$ cat config.mk
export PLATFORM = sky130hd
export DESIGN_NAME = seq_det_sched
export DESIGN_NICKNAME = d
export VERILOG_FILES = /design/src/rtl/seq_det_sched.sv
export SDC_FILE = /design/constraint.sdc
export NUM_CORES = 1
export LEC_CHECK = 0
export CAP_MARGIN = 20
export CORE_MARGIN = 4
export CORE_UTILIZATION = 51
export CTS_CLUSTER_SIZE = 25
export DETAILED_ROUTE_END_ITERATION = 8
export MAX_ROUTING_LAYER = met4
export PLACE_DENSITY_LB_ADDON = 0.25
export SKIP_LAST_GASP = 1
export SYNTH_ARGS = -nofsm -noshare
export SYNTH_HDL_FRONTEND = slang
export SYNTH_SLANG_ARGS = --single-unit
$ cat constraint.sdc
create_clock -name clk -period 3.8 [get_ports clk]
set_input_delay 0.57 -clock clk [delete_from_list [all_inputs] [get_ports clk]]
set_output_delay 0.57 -clock clk [all_outputs]
set_load 0.01 [all_outputs]
$ cat src/rtl/seq_det_sched.sv
// Round-robin scheduler sharing one serial overlapping pattern matcher among NREQ requesters.
// Build macro SEQ_DET_SCHED_PRIO_EN: fixed lowest-index priority instead of round-robin.
module seq_det_sched #(
    parameter int unsigned        NREQ    = 4,
    parameter int unsigned        WIDTH   = 9,
    parameter int unsigned        PAT_LEN = 4,
    parameter logic [PAT_LEN-1:0] PAT     = 4'b1011,
    parameter int unsigned        CW      = $clog2(WIDTH + 1)
) (
    input  logic                    clk,
    input  logic                    rst,
    input  logic [NREQ-1:0]         req,
    input  logic [NREQ*WIDTH-1:0]   data,
    output logic [NREQ-1:0]         gnt,
    output logic                    busy,
    output logic                    ser_valid,
    output logic                    ser_bit,
    output logic                    hit,
    output logic                    done,
    output logic [$clog2(NREQ)-1:0] done_id,
    output logic [CW-1:0]           match_cnt
);
    localparam int unsigned IW = $clog2(NREQ);
    localparam int unsigned KW = $clog2(WIDTH);

    typedef enum logic [1:0] {S_IDLE, S_GRANT, S_SHIFT, S_REPORT} state_t;

    state_t             r_state, w_state_nxt;
    logic [NREQ-1:0]    r_gnt, w_gnt_nxt;
    logic               r_busy, w_busy_nxt;
    logic               r_ser_valid, w_ser_valid_nxt;
    logic               r_ser_bit, w_ser_bit_nxt;
    logic               r_hit, w_hit_nxt;
    logic               r_done, w_done_nxt;
    logic [IW-1:0]      r_done_id, w_done_id_nxt;
    logic [CW-1:0]      r_match_cnt, w_match_cnt_nxt;
    logic [IW-1:0]      r_idx, w_idx_nxt;
    logic [WIDTH-1:0]   r_word, w_word_nxt;
    logic [PAT_LEN-1:0] r_win, w_win_nxt;
    logic [KW-1:0]      r_k, w_k_nxt;
    logic [CW-1:0]      r_cnt, w_cnt_nxt;

    logic [WIDTH-1:0]   w_words [NREQ];
    logic [IW-1:0]      w_base, w_cand, w_sel;
    logic               w_sel_found;
    logic               w_bit;
    logic [KW-1:0]      w_kbit;
    logic [PAT_LEN-1:0] w_win_sh;
    logic               w_hit_now;

    for (genvar g = 0; g < NREQ; g++) begin : g_words
        assign w_words[g] = data[g*WIDTH +: WIDTH];
    end

`ifdef SEQ_DET_SCHED_PRIO_EN
    assign w_base = '0;
`else
    logic [IW-1:0] r_rr, w_rr_nxt;
    assign w_base = r_rr;
`endif

    // First set request at or after the search base, wrapping modulo NREQ
    always_comb begin
        w_sel_found = 1'b0;
        w_sel       = '0;
        w_cand      = '0;
        for (int unsigned j = 0; j < NREQ; j++) begin
            w_cand = IW'((32'(w_base) + j) % NREQ);
            if (!w_sel_found && req[w_cand]) begin
                w_sel_found = 1'b1;
                w_sel       = w_cand;
            end
        end
    end

    always_ff @(posedge clk) begin
        if (rst) r_state <= S_IDLE;
        else     r_state <= w_state_nxt;
    end

    always_comb begin
        w_state_nxt     = r_state;
        w_gnt_nxt       = '0;
        w_busy_nxt      = r_busy;
        w_ser_valid_nxt = 1'b0;
        w_ser_bit_nxt   = 1'b0;
        w_hit_nxt       = 1'b0;
        w_done_nxt      = 1'b0;
        w_done_id_nxt   = r_done_id;
        w_match_cnt_nxt = r_match_cnt;
        w_idx_nxt       = r_idx;
        w_word_nxt      = r_word;
        w_win_nxt       = r_win;
        w_k_nxt         = r_k;
        w_cnt_nxt       = r_cnt;
`ifndef SEQ_DET_SCHED_PRIO_EN
        w_rr_nxt        = r_rr;
`endif
        // Bit k presented next: word[0] straight from the requester in GRANT, else the shifted copy
        w_bit     = (r_state == S_GRANT) ? w_words[r_idx][0] : r_word[0];
        w_kbit    = (r_state == S_GRANT) ? '0 : KW'(r_k + KW'(1));
        w_win_sh  = {r_win[PAT_LEN-2:0], w_bit};
        w_hit_now = (32'(w_kbit) >= PAT_LEN - 1) && (w_win_sh == PAT);

        case (r_state)
            S_IDLE, S_REPORT: begin
                w_busy_nxt  = 1'b0;
                w_state_nxt = S_IDLE;
                if (w_sel_found) begin
                    w_state_nxt      = S_GRANT;
                    w_gnt_nxt[w_sel] = 1'b1;
                    w_busy_nxt       = 1'b1;
                    w_idx_nxt        = w_sel;
                    w_win_nxt        = '0;
                    w_k_nxt          = '0;
                    w_cnt_nxt        = '0;
`ifndef SEQ_DET_SCHED_PRIO_EN
                    w_rr_nxt = (32'(w_sel) == NREQ - 1) ? '0 : IW'(w_sel + IW'(1));
`endif
                end
            end
            S_GRANT, S_SHIFT: begin
                if (r_state == S_SHIFT && 32'(r_k) == WIDTH - 1) begin
                    w_state_nxt     = S_REPORT;
                    w_done_nxt      = 1'b1;
                    w_done_id_nxt   = r_idx;
                    w_match_cnt_nxt = r_cnt;
                end else begin
                    w_state_nxt     = S_SHIFT;
                    w_ser_valid_nxt = 1'b1;
                    w_ser_bit_nxt   = w_bit;
                    w_hit_nxt       = w_hit_now;
                    w_win_nxt       = w_win_sh;
                    w_k_nxt         = w_kbit;
                    w_word_nxt      = (r_state == S_GRANT) ? (w_words[r_idx] >> 1) : (r_word >> 1);
                    if (w_hit_now && r_cnt != '1) begin
                        w_cnt_nxt = CW'(r_cnt + CW'(1));
                    end
                end
            end
            default: w_state_nxt = S_IDLE;
        endcase
    end

    always_ff @(posedge clk) begin
        if (rst) begin
            r_gnt       <= '0;
            r_busy      <= 1'b0;
            r_ser_valid <= 1'b0;
            r_ser_bit   <= 1'b0;
            r_hit       <= 1'b0;
            r_done      <= 1'b0;
            r_done_id   <= '0;
            r_match_cnt <= '0;
            r_idx       <= '0;
            r_word      <= '0;
            r_win       <= '0;
            r_k         <= '0;
            r_cnt       <= '0;
`ifndef SEQ_DET_SCHED_PRIO_EN
            r_rr        <= '0;
`endif
        end else begin
            r_gnt       <= w_gnt_nxt;
            r_busy      <= w_busy_nxt;
            r_ser_valid <= w_ser_valid_nxt;
            r_ser_bit   <= w_ser_bit_nxt;
            r_hit       <= w_hit_nxt;
            r_done      <= w_done_nxt;
            r_done_id   <= w_done_id_nxt;
            r_match_cnt <= w_match_cnt_nxt;
            r_idx       <= w_idx_nxt;
            r_word      <= w_word_nxt;
            r_win       <= w_win_nxt;
            r_k         <= w_k_nxt;
            r_cnt       <= w_cnt_nxt;
`ifndef SEQ_DET_SCHED_PRIO_EN
            r_rr        <= w_rr_nxt;
`endif
        end
    end

    assign gnt       = r_gnt;
    assign busy      = r_busy;
    assign ser_valid = r_ser_valid;
    assign ser_bit   = r_ser_bit;
    assign hit       = r_hit;
    assign done      = r_done;
    assign done_id   = r_done_id;
    assign match_cnt = r_match_cnt;

endmodule

==> results of run 1 <==
cell usage in the layout (no fill, tap or decap), types with 5 or more instances in the layout:
cell type / instances
clkdlybuf4s50_1: 56
dfxtp_1: 40
nand2_1: 24
nor2_1: 20
inv_1: 20
a21oi_1: 19
ha_1: 9
a221oi_1: 8
mux4_2: 8
a31o_1: 7
and3_1: 7
clkbuf_8: 6
nand3_1: 5
flip-flops by register name, indices dropped and copies added, names as in the netlist, 2 cells and up:
| name | count |
|---|---|
| r_idx | 2 |
| r_win | 3 |
| match_cnt | 4 |
| r_word | 8 |
| r_rr | 2 |
| r_k | 4 |
| done_id | 2 |
| r_cnt | 4 |
| r_state | 2 |
| gnt | 4 |
how the worst min path moves through the flow:
stage	from	cells after the start	to
6_report	match_cnt[3]	2	match_cnt[3]
5_1_grt	match_cnt[1]	2	match_cnt[1]
4_1_cts	match_cnt[1]	2	match_cnt[1]
3_5_place_dp	match_cnt[3]	2	match_cnt[3]
3_3_place_gp	match_cnt[2]	2	match_cnt[2]
2_1_floorplan	r_word[7]	2	r_word[7]
synthesized netlist by cell type (2+ instances only):
library cell and n:
o21ai_0 2, dfxtp_1 40, a31o_1 7, buf_4 2, nand3b_1 2, nor2_1 20
inv_1 20, nor3_1 3, nand2_1 24, nand3_1 5, o211ai_1 2, mux4_2 8
a21oi_1 19, o21ai_1 3, a31oi_1 2, clkbuf_1 5, nor4_1 3, o31ai_1 2
a32oi_1 2, a22oi_1 2, nand2b_1 4, a221oi_1 8, buf_2 3, mux2i_1 2
ha_1 9, and3_1 7
cells by family (layout without fill, tap and decap cells):
kind of cell | Yosys count | after routing | synth area share
multiplexers | 11 | 11 | 0.1029
flip-flops | 40 | 40 | 0.3898
AND/OR/NAND/NOR | 75 | 75 | 0.1742
adder cells (fa/ha/maj) | 9 | 9 | 0.05481
buffers and inverters | 32 | 86 | 0.06759
AO/OA/AOI/OAI | 60 | 60 | 0.2107
area by class of cell:
| class | count | area [um^2] |
|---|---|---|
| multi-input cells | 155 | 1115 |
| clock inverters | 2 | 13.76 |
| fillers | 293 | 1052 |
| inverters | 21 | 78.83 |
| repair buffers | 57 | 568.0 |
| well taps | 48 | 60.06 |
| flip-flops and latches | 40 | 800.8 |
| clock buffers | 6 | 82.58 |
power breakdown:
part / leakage (nW) / switching [mW] / internal, mW
clock: 0.0516 / 0.151 / 0.148
sequential: 0.327 / 0.0875 / 0.525
combinational: 0.657 / 0.455 / 0.365
metal layers:
metal | vias up | track usage | wire length, um
met5 | - | - | 0
met4 | 0 | 0.07098 | 72
met3 | 9 | 0.05610 | 419
met2 | 75 | 0.3082 | 2194
met1 | 892 | 0.2635 | 2276
li1 | 937 | - | -
worst max-delay path, cell delays in order, from the launching register on:
cell	delay, ns
dfxtp_1	0.32
inv_1	0.06
ha_1	0.33
nand4b_1	0.49
and2_1	0.44
nor2_2	0.32
o211ai_1	0.15
o311ai_1	0.10
metrics by stage:
stage	setup WS, ns	hold WS (ns)	cell area, um^2	utilization	cells
floorplan	1.985	0.4449	2054	-	227
global placement	1.442	0.4415	2623	0.6954	321
detailed placement	1.383	0.4478	2623	0.6954	321
CTS	1.525	0.4585	2719	0.7210	329
global route	1.259	0.4703	2719	0.7210	329
finish	1.492	0.4574	2719	0.7210	329
==> flow_summary.toml, run 1 <==
[finish]
finalNetCount = 331
synthToLayoutAreaGrowth_pct = 32.34
drive_gt1_frac = 0.07829
n_antenna_cell = 0

[sta]
max_freq_ghz = 0.4332
setup_viol = 0
period_share = 0.6074
rsz0062_at_grt = "false"
tightest_slew_ns = 0.6796
finalHoldViolCount = 0
final.setup_skew_ns = 0.006554
maxSlewViolCount = 0
min_period_ns = 2.308
tns_ns = 0
maxSlewHeadroom = 0.5463

[clocking]
cts_buffers = 5
clk_pin_slew_worst_paths_ns = 0.08
cts.sinks = 40
post_cts_buffers = 0
cts_hold_buf = 0
clk_path_buf_depth = 2
cts-root-buf = "clkbuf_8"
cts_max_level = 2
clk_latency_ns = 0.30
cts_tree = "done"
cts_repair_resize_count = 0

[die]
core_area_um2 = 3771
die_w_um = 71.47
start_util = 0.5448
pin_count = 57
die_h_um = 71.47
fp.dieArea_um2 = 5108
fp-row-count = 22

[grt]
grt.total_usage = 0.2043
grt_remaining_overflow = 0
grt_max_degree = 31
grt_pass1_vias = 1776
grt_pass1_wl_um = 8148
antenna_found_initial = 0

[critical_path]
endpoint_kind = "flip-flop"
crit_path_start_kind = "flip-flop"
r2r_slack_ns = 1.49
cp.required_ns = 4.01
r2r.worst_path.cells = 7
reg2reg_from = "r_state[0]"
worst_r2r_endpoint = "r_cnt[3]"
worstSetupPathType = "reg -> reg"
cp_max_fo = 13
critPathLaunch = "r_state[0]"
cp.arrival_ns = 2.51
endpoint = "r_cnt[3]"

[logic_synthesis]
syn_area_um2 = 2054
seq_area_frac_synth = 0.3898
synth_edf_count = 0
syn-instance-count = 227
yosys_warnings = 0
ys_ff_latch = 40
synth_area_leaders = "dfxtp_1 39%, mux4_2 8.8%, ha_1 5.5%, a21oi_1 4.6%, nand2_1 4.4%"
yosys.area.top_type = "dfxtp_1"
ys_dominant_reg_cell = "dfxtp_1"
async_flop_share = 0
avgSynthCellArea_um2 = 9.051
syn_nets = 278
synth_top_area_frac = 0.3898
ys_types = 47

[detailed_routing]
drc = 0
drt_wl_total_um = 4963
routed-via-count = 1913
dr.first_iter.drc_count = 132
ant_nets = 0
via_per_inst = 5.815
routedWlPerCell_um = 15.09
first_pass_iters = 4

[status]
status = "complete, no violations"

[worst_hold_path]
hold_path_class = "reg -> reg"

[power]
vdd_drop_max_mv = 0.3929
fin_total_pwr_mw = 1.731
total_leakage_power_nw = 1.035
powerDensity_nw_per_um2 = 636.8

[place]
io_buffers = 56
globalplace.congestion = 0.8941
dp_hpwl_um = 3703

[run]
cap_violations = 0
Power figures use the tool's default switching activity.
==> run 2: changes to the inputs <==
CORE_UTILIZATION = 43   (was 51)
clock period = 1.91 ns   (was 3.8 ns; I/O delays follow)
==> flow_summary.toml, run 2 (synthesis results as in run 1) <==
[critical_path]
endpoint_kind = "flip-flop"
cp.required_ns = 2.11
worstSetupPathType = "reg -> reg"
cp_max_fo = 5
crit_path_start_kind = "flip-flop"
cp.arrival_ns = 2.00

[sta]
period_share = 0.9427
maxSlewViolCount = 0
final.setup_skew_ns = 0.01446
postLayoutSetupSlackWorst_ns = 0.1094
rsz0062_at_grt = "true"
min_period_ns = 1.801
finalHoldViolCount = 0
max_freq_ghz = 0.5554
setup_viol = 0
maxSlewHeadroom = 0.6260
tightest_slew_ns = 0.5573

[detailed_routing]
routed-via-count = 1992
routedWlPerCell_um = 15.35
ant_nets = 0
met2_length_um = 2664
first_pass_iters = 4
via_per_inst = 5.533
top_layer_used = "met4"
dr_wl_met3_um = 387
dr.first_iter.drc_count = 134
drt_wl_total_um = 5527
wl_met1_um = 2445
drc = 0

[grt]
antenna_found_initial = 0
grt_pass1_vias = 1957
grt_pass1_wl_um = 9142
grt.total_usage = 0.1950
grt_remaining_overflow = 0
grt_max_degree = 17

[power]
switchingPower_mw = 1.495
total_leakage_power_nw = 1.175
seq_power_share = 0.301
p_int_mw = 2.429
p_clk_frac = 0.180
vdd_drop_max_mv = 0.7278
powerDensity_nw_per_um2 = 1319
swShare = 0.3810
p_comb_frac = 0.519

[place]
dp_slack_ns = -0.1539
globalplace.congestion = 0.8412
placed_cells = 352
dp_hpwl_um = 4183
io_buffers = 56

[finish]
finalNetCount = 358
nFillCells = 385
final-seq-area_um2 = 803.3
largest_reg_flops = 8
multi_input_area_um2 = 1140
final_cells = 360
n_antenna_cell = 0
final_common_cell = "clkdlybuf4s50_1"
final_cell_mix = "56 x clkdlybuf4s50_1, 38 x dfxtp_1, 28 x buf_4"
regMostFlops = "r_word"
synthToLayoutAreaGrowth_pct = 44.76
drive_gt1_frac = 0.1786

[clocking]
post_cts_buffers = 0
cts_hold_buf = 0
clk_pin_slew_worst_paths_ns = 0.09
cts.sinks = 40
cts-root-buf = "clkbuf_8"
clk_latency_ns = 0.30
clk_path_buf_depth = 2
cts_max_level = 2
cts_buffers = 5
cts_tree = "done"

[die]
die_w_um = 77.12
core_area_um2 = 4474
fp-row-count = 24
pin_count = 57
fp.dieArea_um2 = 5947
start_util = 0.4592
die_h_um = 77.12

[run]
cap_violations = 0

[worst_hold_path]
hold_path_class = "reg -> reg"

[status]
status = "complete, no violations"
## run 2: cell types whose count changed in the layout (fill, tap and decap cells not counted), sizes merged
cell / previous run / this run
bufinv: 0 / 1
clkbuf: 6 / 5
clkinv: 1 / 2
buf: 1 / 28
inv: 22 / 21
## run 2: cell type report
type / count / area share
Tap cell: 52 / 0.02188
Clock inverter: 3 / 0.01599
Inverter: 21 / 0.02650
Sequential cell: 40 / 0.2701
Timing Repair Buffer: 84 / 0.2592
Clock buffer: 5 / 0.02314
Multi-Input combinational cell: 155 / 0.3833
## run 2: timing repair
action,in CTS,in global routing
hold endpoints to repair,0,0
gates resized for setup,0,7
endpoints found under the setup margin,0,5
## run 2: final timing paths
path	start	endpoint	slack (ns)	depth (start not counted)
max	r_k[0]	r_cnt[1]	0.11	8
min reg2reg	done_id[1]	done_id[1]	0.46	2
min	done_id[1]	done_id[1]	0.46	2
max reg2reg	r_k[0]	r_cnt[1]	0.11	8
## run 2: power groups by stage
stage	registers (mW)	clock network, mW	logic (mW)
floorplan	1.17	0	1.28
global placement	1.19	0	1.96
detailed placement	1.19	0	2.00
CTS	1.18	0.721	2.01
global route	1.20	0.755	2.26
finish	1.18	0.705	2.04
## run 2: per-stage QoR
stage	power, mW	utilization	area, um^2	hold slack (ns)	TNS, ns
6_report	3.924	0.6647	2974	0.4593	0
5_1_grt	4.213	0.6647	2974	0.4816	0
4_1_cts	3.912	0.6586	2947	0.4620	0
3_5_place_dp	3.193	0.6326	2830	0.4495	-0.7079
3_3_place_gp	3.144	0.6326	2830	0.4408	-0.4115
2_1_floorplan	2.453	-	2054	0.3760	0
## run 2: critical path: stages (launching register included)
cell and delay, ns:
dfxtp_2 0.35, inv_1 0.07, ha_1 0.29, and2b_2 0.16
a2111oi_4 0.04, a311o_2 0.37, buf_4 0.15, o31ai_2 0.20
a21boi_1 0.08
## run 2: per-layer routing
| layer | track usage | up-vias |
|---|---|---|
| met4 | 0.04626 | 0 |
| met3 | 0.05972 | 5 |
| li1 | - | 989 |
| met2 | 0.3307 | 66 |
| met1 | 0.2254 | 932 |
| met5 | - | - |
==> patch 1: new RTL, flow settings as in run 1 <==
Encoding of `state_t`: now one-hot (4 bits for 4 states).
--- a/src/rtl/seq_det_sched.sv
+++ b/src/rtl/seq_det_sched.sv
@@ -25,3 +25,3 @@
 
-    typedef enum logic [1:0] {S_IDLE, S_GRANT, S_SHIFT, S_REPORT} state_t;
+    typedef enum logic [3:0] {S_IDLE = 4'b0001, S_GRANT = 4'b0010, S_SHIFT = 4'b0100, S_REPORT = 4'b1000} state_t;
 
Behaviour: same outputs for any inputs over 10 cycles, from zero or initial values and one cycle with rst high; not proved beyond that.
==> patch 1 against run 1 <==
  * Die area increased by 1.4%
  * Critical endpoint is now r_cnt[0]$_SDFFE_PP0P_
  * Sequential cell count rose by 2
  * Routed wire length down 14%
  * Clock skew rose by 1.3 ps
  * Count of clock-buffer cells in the layout did not move
  * Worst hold slack better by 21 ps
  * Setup slack got worse by 3.2 ps
  * First-iteration DRC count down 3.0%
  * Critical path type unchanged
  * Design area up 0.60%
  * Non-clock buffer count unchanged
  * Area after synthesis up 1.6%
Power is not compared: it rests on default switching activity, and its combinational part moved more than twofold at a synthesized area within 25%.
==> patch 1: results (changes against run 1) <==
[synth]
ys_async_sr_fraction_pct=0  ; unchanged
synth_xor_area_share_pct=0.4197  ; +0.42 points
synthAdderAreaFrac_pct=4.197  ; -1.3 points
synthTopCellsByCount=dfxtp_1, nor2_1, nand2_1, a21oi_1, inv_1
syn_inst=220  ; -3.1%
synthMuxAreaShare_pct=13.61  ; +3.3 points
yosys_warnings=0  ; unchanged
synth-main-ff-cell=dfxtp_1
syn_nets=269  ; -3.2%
ys_top_cells_by_area=dfxtp_1, mux4_2, nor2_1
synth_compound_area_share_pct=14.57  ; -6.5 points
netlist-cell-type-count=40  ; -15%
ys_seq_area_share_pct=40.29  ; +1.3 points
yosys.area.top_type_share_pct=40.29  ; +1.3 points

[floorplan]
die_x_um=71.97  ; +0.70%

[cts]
ctsResizeCount=0  ; unchanged
cts_made_buffers=5  ; unchanged
cts_hold_buf=0  ; unchanged
clockBufferDepth=2  ; unchanged
postCtsSetupRepairBufs=0  ; unchanged
root_buffer=clkbuf_8
clkTransAtPathRegs_ps=80  ; about the same
htreeDepth=2  ; unchanged

[detailed_routing]
via_count=1790  ; -6.4%
drtIter0Drc=128  ; -3.0%
antenna_left=0  ; unchanged
first_pass_iters=4  ; unchanged
wirelength_um=4289  ; -14%
vias_per_cell=5.559  ; -4.4%

[power]
pwr-share-seq_pct=50.3
vdd_drop_max_v=0.0002118
p_int_w=0.0007220
p_leak_nw=1.069

[grt]
grt_max_degree=32  ; +3.2%
grt_pass1_wl_um=7072  ; -13%
antenna_found_initial=0  ; unchanged
track_usage_pct=17.64  ; -2.8 points
grt_pass1_vias=1697  ; -4.4%

[critical_path]
crit_family=simple AND/OR/NAND/NOR gates
worstPathArrival_ps=2510  ; about the same
crit_fanout=14  ; +1
cp_slowest_cell=dfxtp_1

[timing]
fin_worst_skew_ps=7.835  ; +1.281 ps
max_slew_margin_pct=52.96  ; -1.7 points
fin_setup_tns_ps=0  ; unchanged

[outcome]
status=finished clean

[cells_and_area]
largest_reg_flops=8  ; unchanged
drive_gt1_share_pct=8.759  ; +0.93 points
n_antenna_cell=0  ; unchanged
nNetsFinal=322  ; -2.7%

[placement]
dp.cells=314  ; -2.2%
place_congestion=0.8384  ; -6.2%
numPortBuffers=56  ; unchanged
dp_hpwl_um=3272  ; -12%

[hold_path]
hold_class=flip-flop to flip-flop

patch 1: cell count changes in the layout (fill, tap and decap cells not counted), sizes merged, moves of 6 or more:
cell,change
a221oi,-6
a31o,-7
nor2,+9
a311oi,+7
inv,-10
patch 1: cell families after synthesis:
family / Yosys count
and+or+nand+nor: 87
muxes: 17
AOI/OAI and AO/OA: 43
DFF: 42
buffers and inverters: 23
adders and majority gates: 7
xor gates and xnor gates: 1
patch 1: routing by layer:
metal	up-vias	share of wire [%]	global-route usage, %
met4	0	1.5	6.263
met1	828	44	19.88
met3	7	6.1	4.017
li1	896	-	-
met2	59	49	30.61
met5	-	0	-
patch 1: power groups by stage:
stage          Sequential (W)  Clock [W]  Combinational (W)
6_report             0.000503   0.000281           0.000215
4_1_cts              0.000504   0.000288           0.000219
3_3_place_gp         0.000514          0           0.000211
3_5_place_dp         0.000514          0           0.000218
5_1_grt              0.000508   0.000301           0.000238
2_1_floorplan        0.000500          0           0.000153
patch 1: worst paths after layout:
path / slack, ps / depth (start not counted) / start / to
worst max-delay path: 1490 / 5 / r_state[2]$_SDFF_PP0_ / r_cnt[0]$_SDFFE_PP0P_
worst min-delay path: 480 / 2 / r_word[2]$_SDFFE_PP0P_ / r_word[1]$_SDFFE_PP0P_
worst max register to register: 1490 / 5 / r_state[2]$_SDFF_PP0_ / r_cnt[0]$_SDFFE_PP0P_
worst min register to register: 480 / 2 / r_word[2]$_SDFFE_PP0P_ / r_word[1]$_SDFFE_PP0P_
patch 1: worst min-delay path, stage by stage (launching register included):
cell,delay [ps]
dfxtp_1,310
nand2_1,50
a311oi_1,70
patch 1: area by class of cell:
cell class                 count  area, um2
clock inverter                 2      13.76
tap                           48      60.06
timing repair buffer          57      568.0
inverter                      12      45.04
sequential                    42      840.8
fill                         307       1064
clock buffer                   6      72.57
multi-input combinational    155       1135
patch 1: metrics by stage:
stage	area [um2]	worst slack [ps]
2_1_floorplan	2087	1887
3_3_place_gp	2649	1236
3_5_place_dp	2649	1190
4_1_cts	2735	1501
5_1_grt	2735	1334
6_report	2735	1489
==> patch 2: new RTL, config.mk and constraints of run 1 <==
Without the edit above. Set the parameter `NREQ` to 2 (it was 4).
--- a/src/rtl/seq_det_sched.sv
+++ b/src/rtl/seq_det_sched.sv
@@ -3,3 +3,3 @@
 module seq_det_sched #(
-    parameter int unsigned        NREQ    = 4,
+    parameter int unsigned        NREQ    = 2,
     parameter int unsigned        WIDTH   = 9,
Interface: changed (resized data, done_id, gnt and req); port bits go from 57 to 34. The function was not compared with the original's and may differ.
==> patch 2 against run 1 <==
  * Routed wire length is 31% lower
  * Largest power group unchanged
  * Area after synthesis down 22%
  * Non-clock buffer count fell by 23
  * Design area shrank 26%
  * Power down 30%
  * Clock skew rose by 4.3 ps
  * Sequential cell count is 5 lower
  * Setup slack gained 100 ps
  * Critical path depth stayed put
  * Critical endpoint unchanged
==> patch 2: results (changes against run 1) <==
[critical_path]
cpPeakStageDelay_ps=500
cp_slowest_cell=or4b_1
r2r_slack_ps=1600  ; +100 ps
rr_worst_depth=7  ; unchanged
crit_start=r_k[0]$_SDFFE_PP0P_
crit_fanout=11  ; -2
worstPathArrival_ps=2490  ; -20 ps
reg2reg_to=r_cnt[3]$_SDFFE_PP0P_

[synth]
ys_top_cells_by_area=dfxtp_1, nor2_1, a21oi_1
netlist-cell-type-count=44  ; -6.4%
syn_nets=212  ; -24%
yosys_warnings=0  ; unchanged
synthTopCellsByCount=dfxtp_1, nor2_1, nand2_1, a21oi_1
avgSynthCellArea_um2=8.657  ; -4.3%
ys_seq_area_share_pct=43.75  ; +4.8 points
synth_area_leader_cell=dfxtp_1
ys_async_sr_fraction_pct=0  ; unchanged

[grt]
grt_pass1_vias=1275  ; -28%
grt_pass1_wl_um=5851  ; -28%
grt_max_degree=32  ; +3.2%
track_usage_pct=18.75  ; -1.7 points

[placement]
dp_hpwl_um=2530  ; -32%
numPortBuffers=33  ; -41%
dp.cells=252  ; -21%
placed_area_um2=1952  ; -26%
place_congestion=0.9297  ; +4.0%

[cts]
ctsResizeCount=0  ; unchanged
worstSkewPairLatency_ps=350  ; +50 ps
cts_made_buffers=5  ; unchanged
clkTransAtPathRegs_ps=110  ; +30 ps
htreeDepth=2  ; unchanged
postCtsSetupRepairBufs=0  ; unchanged
root_buffer=clkbuf_4

[detailed_routing]
drtIter0Drc=83  ; -37%
routedWlPerCell_um=13.26  ; -12%
wirelength_um=3447  ; -31%
via_count=1410  ; -26%
first_pass_iters=4  ; unchanged

[timing]
worst_pin_slew_ps=961.9  ; +282.2 ps
fin_worst_skew_ps=10.86  ; +4.310 ps

[cells_and_area]
drive_gt1_share_pct=6.481  ; -1.3 points
largest_reg_flops=8  ; unchanged
n_antenna_cell=0  ; unchanged
nNetsFinal=242  ; -27%
regMostFlops=r_word

[power]
p_leak_nw=0.7546  ; -27%
vdd_drop_max_v=0.0004881  ; +24%
sw_frac_of_total_pct=40.25  ; +0.22 points

[outcome]
status=finished clean

[hold_path]
hold-path-cell-count=2  ; unchanged
holdPathEnd=match_cnt[0]$_SDFFE_PP0P_
min_from=match_cnt[0]$_SDFFE_PP0P_

patch 2: cell count changes after synthesis, moves of 4 or more:
cell and change:
nor2_1 +6, ha_1 -4, nand2b_1 -4, mux4_2 -8, dfxtp_1 -5, nand2_1 -5, a211oi_1 +9, a31o_1 -7
clkbuf_1 +4, a221oi_1 -8, and3_1 -6, inv_1 -14, mux2i_1 +6
patch 2: cell families after synthesis:
group / share of synthesized area (%)
AND/OR/NAND/NOR: 21.25
multiplexers: 5.703
adder cells (fa/ha/maj): 3.906
buffers and inverters: 4.062
flip-flops: 43.75
AO/OA/AOI/OAI: 21.33
patch 2: power groups by stage:
| stage | logic, W | clock network [W] | registers [W] |
|---|---|---|---|
| 2_1_floorplan | 0.000386 | 0 | 0.000493 |
| 3_3_place_gp | 0.000495 | 0 | 0.000500 |
| 3_5_place_dp | 0.000514 | 0 | 0.000505 |
| 4_1_cts | 0.000516 | 0.000201 | 0.000497 |
| 5_1_grt | 0.000581 | 0.000218 | 0.000510 |
| 6_report | 0.000514 | 0.000195 | 0.000497 |
patch 2: cell type report:
class	instances	area, um2
Sequential cell	35	700.7
Timing Repair Buffer	34	337.8
Multi-Input combinational cell	133	835.8
Clock inverter	3	15.01
Clock buffer	5	37.54
Fill cell	252	1023
Inverter	6	22.52
Tap cell	44	55.05
patch 2: metrics by stage:
| stage | hold WS, ps | worst slack (ps) | total power, W |
|---|---|---|---|
| finish | 460.9 | 1596 | 0.001206 |
| global placement | 443.4 | 1532 | 0.0009952 |
| detailed placement | 449.0 | 1462 | 0.001019 |
| global route | 480.1 | 1348 | 0.001310 |
| floorplan | 442.7 | 1847 | 0.0008788 |
| CTS | 463.7 | 1598 | 0.001214 |
patch 2: how the worst max path moves through the flow:
stage                            endpoint
detailed placement  r_cnt[3]$_SDFFE_PP0P_
finish              r_cnt[3]$_SDFFE_PP0P_
CTS                 r_cnt[3]$_SDFFE_PP0P_
global route        r_cnt[3]$_SDFFE_PP0P_
global placement    r_cnt[3]$_SDFFE_PP0P_
floorplan           r_cnt[0]$_SDFFE_PP0P_
patch 2: worst max-delay path, delay by kind of cell (launching register included):
kind                     cells  cell delay (ps)
adder cells (fa/ha/maj)      1              220
AO/OA/AOI/OAI                2              430
buffers and inverters        1              100
flip-flops                   1              400
AND/OR/NAND/NOR              3              980
patch 2: routing by layer:
metal / vias up / global-route usage (%) / share of wire [%]
met1: 653 / 22.62 / 46
met2: 33 / 28.39 / 47
met5: - / - / 0
met4: 0 / 6.199 / 1.4
li1: 720 / - / -
met3: 4 / 7.557 / 6.1
